**config.mk**
```make
export PLATFORM = sky130hd
export DESIGN_NAME = writeback_stage
export DESIGN_NICKNAME = d
export VERILOG_FILES = /design/src/rtl/writeback_stage.sv
export SDC_FILE = /design/constraint.sdc
export NUM_CORES = 1
export LEC_CHECK = 0
export ABC_AREA = 1
export BUFFER_PORTS_ARGS = -buffer_cell sky130_fd_sc_hd__buf_2
export CAP_MARGIN = 30
export CORE_AREA = 10 10 131 133
export DETAILED_ROUTE_END_ITERATION = 6
export DIE_AREA = 0 0 141 143
export PLACE_DENSITY = 0.77
export SKIP_CTS_REPAIR_TIMING = 1
export SLEW_MARGIN = 20
export SYNTH_ARGS = -nofsm -noshare
export SYNTH_HDL_FRONTEND = slang
export SYNTH_SLANG_ARGS = --single-unit
```
**constraint.sdc**
```tcl
create_clock -name clk_i -period 1.9 [get_ports clk_i]
set_clock_uncertainty 0.15 [all_clocks]
set_input_delay 0.19 -clock clk_i [delete_from_list [all_inputs] [get_ports clk_i]]
set_output_delay 0.19 -clock clk_i [all_outputs]
set_load 0.05 [all_outputs]
```
**src/rtl/writeback_stage.sv**
```systemverilog
// -----------------------------------------------------------------------------
// writeback_stage
//
// Write-back end of the Y86 pipeline. Holds the W pipeline register (M->W),
// presents the register-file write ports (E and M), exports the W destination
// registers as forwarding taps for decode, and tracks architectural CPU status.
// The first non-AOK status to reach W freezes the machine until reset.
//
// Optional feature:
//   WB_RETIRE_CNT_EN  when defined, a 64-bit retired-instruction counter is
//                     built and driven on retire_cnt_o; otherwise
//                     retire_cnt_o is tied to zero and no counter flops exist.
//
// Ports:
//   clk_i         clock, rising edge
//   rst_i         synchronous reset, active-high
//   W_stall_i     hold W register
//   W_bubble_i    load NOP bubble into W register
//   m_stat_i      memory-stage status (1 AOK, 2 HLT, 3 ADR, 4 INS)
//   M_icode_i     memory-stage icode
//   M_dstE_i      memory-stage E destination
//   M_valE_i      memory-stage E value
//   M_dstM_i      memory-stage M destination
//   m_valM_i      memory read data
//   W_icode_o     registered icode
//   W_dstE_o      registered E destination (forwarding tap / write address)
//   W_valE_o      registered E value (write data)
//   W_dstM_o      registered M destination (forwarding tap / write address)
//   W_valM_o      registered M value (write data)
//   wr_e_en_o     register-file E-port write enable
//   wr_m_en_o     register-file M-port write enable
//   stat_o        architectural CPU status
//   halted_o      machine frozen
//   retire_cnt_o  retired-instruction count
// -----------------------------------------------------------------------------
module writeback_stage #(
  parameter int          DW        = 64,
  parameter logic [3:0]  RNONE     = 4'hf,
  parameter logic [3:0]  NOP_ICODE = 4'h1
) (
  input  logic          clk_i,
  input  logic          rst_i,
  input  logic          W_stall_i,
  input  logic          W_bubble_i,
  input  logic [3:0]    m_stat_i,
  input  logic [3:0]    M_icode_i,
  input  logic [3:0]    M_dstE_i,
  input  logic [DW-1:0] M_valE_i,
  input  logic [3:0]    M_dstM_i,
  input  logic [DW-1:0] m_valM_i,
  output logic [3:0]    W_icode_o,
  output logic [3:0]    W_dstE_o,
  output logic [DW-1:0] W_valE_o,
  output logic [3:0]    W_dstM_o,
  output logic [DW-1:0] W_valM_o,
  output logic          wr_e_en_o,
  output logic          wr_m_en_o,
  output logic [3:0]    stat_o,
  output logic          halted_o,
  output logic [63:0]   retire_cnt_o
);

  localparam logic [3:0] STAT_AOK = 4'd1;

  typedef enum logic {
    ST_RUN  = 1'b0,
    ST_HALT = 1'b1
  } wb_state_t;

  // W pipeline register
  logic [3:0]    icode_reg;
  logic [3:0]    dst_e_reg;
  logic [DW-1:0] val_e_reg;
  logic [3:0]    dst_m_reg;
  logic [DW-1:0] val_m_reg;
  logic [3:0]    stat_reg;

  // Freeze control
  wb_state_t     state_reg;
  logic [3:0]    halt_stat_reg;

  // Qualifiers shared by the write enables and the retire counter
  logic running;
  logic w_aok;
  logic dst_e_valid;
  logic dst_m_valid;
  logic dst_collide;

  assign running     = (state_reg == ST_RUN);
  assign w_aok       = (stat_reg == STAT_AOK);
  assign dst_e_valid = (dst_e_reg != RNONE);
  assign dst_m_valid = (dst_m_reg != RNONE);
  // Same register targeted by both ports (e.g. popq %rsp): the loaded
  // value must win, so the E port stands down.
  assign dst_collide = dst_m_valid && (dst_e_reg == dst_m_reg);

  // ---------------------------------------------------------------------------
  // W register and freeze FSM
  // ---------------------------------------------------------------------------
  always_ff @(posedge clk_i) begin
    if (rst_i) begin
      icode_reg     <= NOP_ICODE;
      dst_e_reg     <= RNONE;
      val_e_reg     <= '0;
      dst_m_reg     <= RNONE;
      val_m_reg     <= '0;
      stat_reg      <= STAT_AOK;
      state_reg     <= ST_RUN;
      halt_stat_reg <= STAT_AOK;
    end else begin
      case (state_reg)
        ST_RUN: begin
          // A faulting status sitting in W this cycle freezes the machine at
          // the next edge; the status is captured so it stays visible.
          if (!w_aok) begin
            state_reg     <= ST_HALT;
            halt_stat_reg <= stat_reg;
          end

          if (W_stall_i) begin
            // hold; stall outranks a simultaneous bubble
          end else if (W_bubble_i) begin
            icode_reg <= NOP_ICODE;
            dst_e_reg <= RNONE;
            val_e_reg <= '0;
            dst_m_reg <= RNONE;
            val_m_reg <= '0;
            stat_reg  <= STAT_AOK;
          end else begin
            icode_reg <= M_icode_i;
            dst_e_reg <= M_dstE_i;
            val_e_reg <= M_valE_i;
            dst_m_reg <= M_dstM_i;
            val_m_reg <= m_valM_i;
            stat_reg  <= m_stat_i;
          end
        end
        ST_HALT: begin
          // frozen: only reset leaves this state
        end
        default: begin
          state_reg <= ST_HALT;
        end
      endcase
    end
  end

  // ---------------------------------------------------------------------------
  // Register-file write port and status outputs
  // ---------------------------------------------------------------------------
  assign W_icode_o = icode_reg;
  assign W_dstE_o  = dst_e_reg;
  assign W_valE_o  = val_e_reg;
  assign W_dstM_o  = dst_m_reg;
  assign W_valM_o  = val_m_reg;

  // A faulting instruction never commits its destinations; neither does
  // anything once the machine is frozen.
  assign wr_e_en_o = running && w_aok && dst_e_valid && !dst_collide;
  assign wr_m_en_o = running && w_aok && dst_m_valid;

  assign stat_o    = running ? stat_reg : halt_stat_reg;
  assign halted_o  = !running;

  // ---------------------------------------------------------------------------
  // Retired-instruction counter
  // ---------------------------------------------------------------------------
`ifdef WB_RETIRE_CNT_EN
  logic [63:0] retire_cnt_reg;
  logic        retire_now;

  // An instruction retires on the edge it leaves W: it must be real (not a
  // bubble), healthy, and not being held by a stall.
  assign retire_now = running && w_aok && (icode_reg != NOP_ICODE) && !W_stall_i;

  always_ff @(posedge clk_i) begin
    if (rst_i) begin
      retire_cnt_reg <= '0;
    end else if (retire_now) begin
      retire_cnt_reg <= retire_cnt_reg + 64'd1;  // wraps naturally
    end
  end

  assign retire_cnt_o = retire_cnt_reg;
`else
  assign retire_cnt_o = 64'd0;
`endif

endmodule

```
# After elaboration in Yosys (flattened, before gate mapping)
# Cells that the tools add are included.
# word_totals
output_inout_bits	211
in_bits	148
reg_bits	149
# classes
n_bitwise	3
mux	9
reduce_logical	8
eq_ne	4
# op_table
operator	n
$mux W64	2
$mux W4	5
$ne A4 B4 Y1 const B	2
$logic_and A1 B1 Y1	5
$eq A4 B1 Y1 const B	1
$eq A4 B4 Y1	1
$reduce_and A2 Y1	2
$not A1 Y1	3
$mux W1	2
$logic_not A1 Y1	1

# Longest topological paths before layout
# Gate-level depths: netlist of the first run.
# logic_depth
word_depth	4
ltp_mapped	6
depth_no_buf	6

# Worst setup path before layout of the first run
# No wires, ideal clock.
# synth_path
kind	register to output
from	register state_reg (netlist: halted_o)
to	output port stat_o[0]
stages_incl_launch_ff	3
arrival_time_ps	1881
path_buffers	1
slack_ps	-321
path_cell_list	dfxtp_1 > clkbuf_1 > o21ai_0
# synth_via
elab_chain_cells	1
# synth_rtl
element	line	text
start: declaration	79	wb_state_t state_reg;
start signal: assignment	108	state_reg <= ST_RUN;
start signal: assignment	116	state_reg <= ST_HALT;
start signal: assignment	142	state_reg <= ST_HALT;
$mux W4	162	assign stat_o = running ? stat_reg : halt_stat_reg;
end: declaration	58	output logic [3:0] stat_o,
# No other way between the ends.

# Worst setup path in the final report of the first run
# layout_path
from	register stat_reg[3]
to	output port wr_e_en_o
# layout_via
elab_chain_cells	4
# layout_rtl
element	line	text
start: declaration	76	logic [3:0] stat_reg;
start signal: assignment	135	stat_reg <= m_stat_i;
$eq A4 B1 Y1	90	assign w_aok = (stat_reg == STAT_AOK);
$logic_and A1 B1 Y1 (3 in series)	159	assign wr_e_en_o = running && w_aok && dst_e_valid && !dst_collide;
end: declaration	56	output logic wr_e_en_o,
# No other way between the ends.

==> reports/metrics.cfg, run 1 <==
[run_status]
status = finished, final reports clean

[finish]
syn2layout_area_growth_pct = 58.0
finalInstanceArea_mm2 = 0.00947
drive_gt1_share_pct = 29.3
nFillCells = 1067
multi_input_area_mm2 = 0.00243
layout.cells.non_filler = 1370
layout.nets = 1317
ff_latch_area_mm2 = 0.00298

[route]
drc = 0
postRouteAntennaNets = 0
wl_per_cell_um = 18.3
first_pass_iters = 5
vias = 6892
avgViaCountPerCell = 5.03
drt_iter0_drc = 473
drt-total-wl_um = 25100

[floorplanning]
dieArea_mm2 = 0.0202
die_x_um = 141
row_count = 44
io_pins = 359
dieHeight_um = 143
design.core.area_mm2 = 0.0144
start_util_pct = 41.5

[synth]
synth_ff_type = dfxtp_1
synth_most_common_cell = nand2_1
yosysSeqAreaShare_pct = 49.8
synth_edf_count = 0
yosys_warnings = 0
synth_seq_cells = 149
yosysTopAreaCell = dfxtp_1
synth.area.top_cells = dfxtp_1 (50%), nand3_1 (12%), a21oi_1 (12%)
synth_area_mm2 = 0.00599
synth_cell_types = 19
synth_top_area_share_pct = 49.8
synthTopCellsByCount = nand2_1 (159), dfxtp_1 (149), nand3_1 (141), a21oi_1 (138), buf_4 (67)
synthArstFlopShare_pct = 0
syn_inst = 762
synth_area_per_cell_um2 = 7.86

[timing]
finalSetupViolations = 0
hold_violations = 0
post-route-period-util_pct = 95.8
drv_slew = 0
fin_crit_ps = 1820
max_freq_mhz = 550

[worst_setup_path]
ff2ff_setup_slack_ps = 350
crit_required_ps = 1560
worst_setup_path_end_kind = output port
r2r_start = halted_o$_SDFF_PP0_
crit_fanout = 4
cp-start-kind = flop
crit_type = reg2out
cp.arrival_ps = 1480
r2r-end = W_valE_o[19]$_SDFFE_PP0P_
reg2reg_depth = 4

[global_routing]
grt-ovfl-total = 0
track_usage_pct = 18.6
antenna_found_initial = 4
grt_pass1_wl_um = 30700
grt_max_degree = 87
grt_pass1_vias = 5750

[clock_tree]
cts_root_buf = clkbuf_16
clk_latency_ps = 410
cts_max_level = 4
clk_pin_slew_ps = 60
cts.sinks = 149
cts_buffers = 17
clockBufferDepth = 2
cts_tree = done

[power]
worst_ir_drop_vdd_mv = 0.888
comb_power_share_pct = 24.4
switchingPower_uw = 3090
switching_share_pct = 34.4
seqPwrFrac_pct = 37.6
p_clk_share_pct = 38.0
power.leakage_uw = 0.00437
intPower_uw = 5910
power_density_mw_per_mm2 = 951

[placement]
port_buffers = 294
gp_congestion = 0.817
dpl_cell_area_mm2 = 0.00737
place_hpwl_um = 14800
dp.cells = 1187

[min_path]
timing.hold.worst.class = in2reg
hold_depth = 3
hold_end = stat_reg[0]$_SDFFE_PP1P_
hp-start = W_stall_i

[flow_run]
cap_violations = 0

==> cell usage in the layout (no fill, tap or decap), types with 2 or more instances in the layout <==
cell           Yosys  layout
a21oi_1          138     138
buf_12             0       9
buf_2             30     288
buf_4             67       6
bufinv_16          0       2
clkbuf_16          0      17
clkbuf_4           0       3
clkinv_4           0       3
clkinvlp_4         0       3
conb_1             1      64
dfxtp_1          149     149
diode_2            0       4
dlygate4sd3_1      0     145
inv_1             15      14
inv_4              0       2
inv_6              0       4
inv_8              0       2
nand2_1          159     159
nand3_1          141     141
nand4_1            3       3
nor2_1             4       2
nor2_2             0       2
o211ai_1           5       5
o21a_1             3       3
o21ai_0           11      10
xnor2_1            2       2
==> logic make-up (layout without fill, tap and decap cells) <==
| family | count (synthesis) | in the layout | synth area share (%) |
|---|---|---|---|
| flops | 149 | 149 | 49.8 |
| other cells | 1 | 68 | 0.0626 |
| simple gates | 309 | 309 | 22.6 |
| buf+inv | 144 | 501 | 13.8 |
| xor+xnor | 2 | 2 | 0.292 |
| compound gates | 157 | 157 | 13.4 |
==> worst max-delay path by stage <==
stage                              from   endpoint  slack (ps)  cells after the start
2_1_floorplan       halted_o$_SDFF_PP0_  stat_o[0]           4                      3
3_3_place_gp   stat_reg[3]$_SDFFE_PP0P_  wr_e_en_o         420                      7
3_5_place_dp   stat_reg[3]$_SDFFE_PP0P_  wr_e_en_o         390                      7
4_1_cts        stat_reg[3]$_SDFFE_PP0P_  wr_e_en_o         -80                      7
5_1_grt        stat_reg[3]$_SDFFE_PP0P_  wr_e_en_o         -30                      7
6_report       stat_reg[3]$_SDFFE_PP0P_  wr_e_en_o          80                      7
==> area by class of cell <==
| cell class | instances | share of cell area, % |
|---|---|---|
| Antenna cell | 4 | 0.106 |
| Clock buffer | 17 | 4.49 |
| Clock inverter | 15 | 1.81 |
| Inverter | 17 | 0.727 |
| Multi-Input combinational cell | 532 | 25.6 |
| Sequential cell | 149 | 31.5 |
| Tap cell | 184 | 2.43 |
| Timing Repair Buffer | 452 | 33.3 |
==> per-layer routing <==
layer	part of all wire, %	global-route usage, %
met1	36	19.3
met2	51	31.0
met3	11	10.8
met4	2.0	5.82
met5	0	0
==> metrics by stage <==
step                      power (uW)  setup TNS (ps)  setup slack (ps)  hold WS [ps]  utilization (%)
after floorplan                 4930               0              4.17           188                -
after global placement          5310               0               419           269             51.1
after detailed placement        5330               0               387           276             51.1
after CTS                       8730            -146             -82.9          -172             55.2
after global routing            9330           -31.0             -31.0          25.0             65.6
final                           9010               0              80.5          23.6             65.6
==> power by group through the flow <==
stage | clock (uW) | combinational (uW) | sequential (uW)
3_3_place_gp | 0 | 1880 | 3440
2_1_floorplan | 0 | 976 | 3950
6_report | 3420 | 2200 | 3390
5_1_grt | 3600 | 2330 | 3400
3_5_place_dp | 0 | 1880 | 3440
4_1_cts | 3470 | 1890 | 3380
==> critical path: stages, from the launching register on <==
cell,delay [ps]
dfxtp_1,320
inv_2,70
nand2_1,60
nor3_2,100
buf_4,150
nand3_1,90
nor2_2,110
buf_6,170
(Power assumes the default switching activity.)
==> inputs of run 2 (changes only) <==
- CORE_AREA: 10 10 131 133 -> unset
- CORE_MARGIN: unset -> 10
- CORE_UTILIZATION: unset -> 30
- CTS_CLUSTER_SIZE: unset -> 16
- DIE_AREA: 0 0 141 143 -> unset
- PLACE_DENSITY: 0.77 -> unset
==> run 2 against run 1 <==
Effect of this change: die area rose by 29%; worst setup slack got worse by 7.1 ps; cell area rose by 1.1%; via count fell by 4.1%; largest cell class unchanged; core utilization fell by 17 points; critical endpoint unchanged.
==> reports/metrics.cfg, run 2 (synthesis results as in run 1) <==
[timing]
post-route-period-util_pct = 96.1
tns_ps = 0
fin_crit_ps = 1830
tightest_slew_ps = 598
rsz0062_at_grt = true
slew-limit-headroom_pct = 60.1
finalSetupViolations = 0
drv_slew = 0
worst_hold_slack_ps = 69.1
hold_violations = 0
max_freq_mhz = 547

[power]
intPower_uw = 5790
switching_share_pct = 34.4
power_density_mw_per_mm2 = 922
power.leakage_uw = 0.00438
switchingPower_uw = 3030
comb_power_share_pct = 25.2
worst_ir_drop_vdd_mv = 0.559
seqPwrFrac_pct = 38.2
p_clk_share_pct = 36.6

[finish]
drive_gt1_share_pct = 29.8
multi_input_area_mm2 = 0.00245
final_cell_mix = buf_2 (288), nand2_1 (157), dfxtp_1 (147)
fin_util_pct = 49.0
final_common_cell = buf_2
layout.nets = 1321
n_antenna_cell = 0
ff_latch_area_mm2 = 0.00299
nFillCells = 1841
syn2layout_area_growth_pct = 59.8

[worst_setup_path]
reg2reg_depth = 4
crit_required_ps = 1560
cp.arrival_ps = 1490
cp-start-kind = flop
crit_type = reg2out
worst_setup_path_end_kind = output port
crit_fanout = 4

[route]
avgViaCountPerCell = 4.55
drt_iter0_drc = 419
postRouteAntennaNets = 0
drc = 0
drt-total-wl_um = 23000
vias = 6609
wl_per_cell_um = 15.8
first_pass_iters = 5

[clock_tree]
cts_buffers = 17
cts.sinks = 149
clk_latency_ps = 410
clk_pin_slew_ps = 60
clockBufferDepth = 2
cts_root_buf = clkbuf_16
cts_max_level = 4
cts_tree = done

[placement]
place_hpwl_um = 15300
port_buffers = 294
gp_congestion = 0.810

[floorplanning]
dieHeight_um = 161
design.core.area_mm2 = 0.0195
dieArea_mm2 = 0.0260
die_x_um = 161
row_count = 51
start_util_pct = 30.7
io_pins = 359

[global_routing]
antenna_found_initial = 0
grt_pass1_wl_um = 32900
grt_max_degree = 89
track_usage_pct = 15.4
grt_pass1_vias = 5875
grt-ovfl-total = 0

[flow_run]
cap_violations = 0

[min_path]
hold_depth = 3
timing.hold.worst.class = in2reg

[run_status]
status = finished, final reports clean

-- run 2: cell count changes in the layout (fill, tap and decap cells not counted), sizes merged --
cell	before	now
inv	23	22
bufinv	2	1
diode	4	0
clkbuf	20	22
clkinv	4	3
buf	304	309
dlygate4sd3	145	144
clkinvlp	3	4
-- run 2: worst max-delay path: stages, from the launching register on --
cell     delay [ps]
dfxtp_2         320
inv_2            60
nand2_2          50
nor3_2          140
buf_4           170
nand3_2          70
nor2_2          100
buf_6           170
-- run 2: power by group through the flow --
| stage | logic [uW] | clock network, uW | registers [uW] |
|---|---|---|---|
| final | 2220 | 3230 | 3380 |
| after global routing | 2370 | 3480 | 3390 |
| after floorplan | 976 | 0 | 3950 |
| after CTS | 1940 | 3330 | 3370 |
| after detailed placement | 1930 | 0 | 3440 |
| after global placement | 1930 | 0 | 3440 |
-- run 2: worst paths after layout --
| path | endpoint | from | slack, ps |
|---|---|---|---|
| max reg2reg | W_valM_o[35]$_SDFFE_PP0P_ | halted_o$_SDFF_PP0_ | 390 |
| min reg2reg | W_valM_o[56]$_SDFFE_PP0P_ | W_valM_o[56]$_SDFFE_PP0P_ | 310 |
| min | stat_reg[3]$_SDFFE_PP0P_ | rst_i | 70 |
| max | wr_e_en_o | stat_reg[3]$_SDFFE_PP0P_ | 70 |
-- run 2: through the flow --
stage               total power (uW)  setup WS, ps  area, um^2  std cells
floorplan                       4930          4.17        6230        825
global placement                5360           401        7510       1273
detailed placement              5380           393        7510       1273
CTS                             8640         -61.2        8070       1305
global route                    9250         -43.9        9570       1451
finish                          8830          73.4        9570       1451
-- run 2: area by class of cell --
cell class	instances	share of cell area, %
flip-flops and latches	149	31.2
clock buffers	19	4.52
well taps	265	3.46
inverters	17	0.719
multi-input cells	532	25.5
repair buffers	456	33.3
clock inverters	13	1.28
-- run 2: layer usage --
| layer | GRT usage [%] | vias to the layer above | wire, um |
|---|---|---|---|
| li1 | - | 3241 | - |
| met3 | 7.30 | 21 | 2000 |
| met5 | 0 | - | 0 |
| met1 | 17.3 | 3055 | 9370 |
| met2 | 25.5 | 292 | 11300 |
| met4 | 4.51 | 0 | 306 |
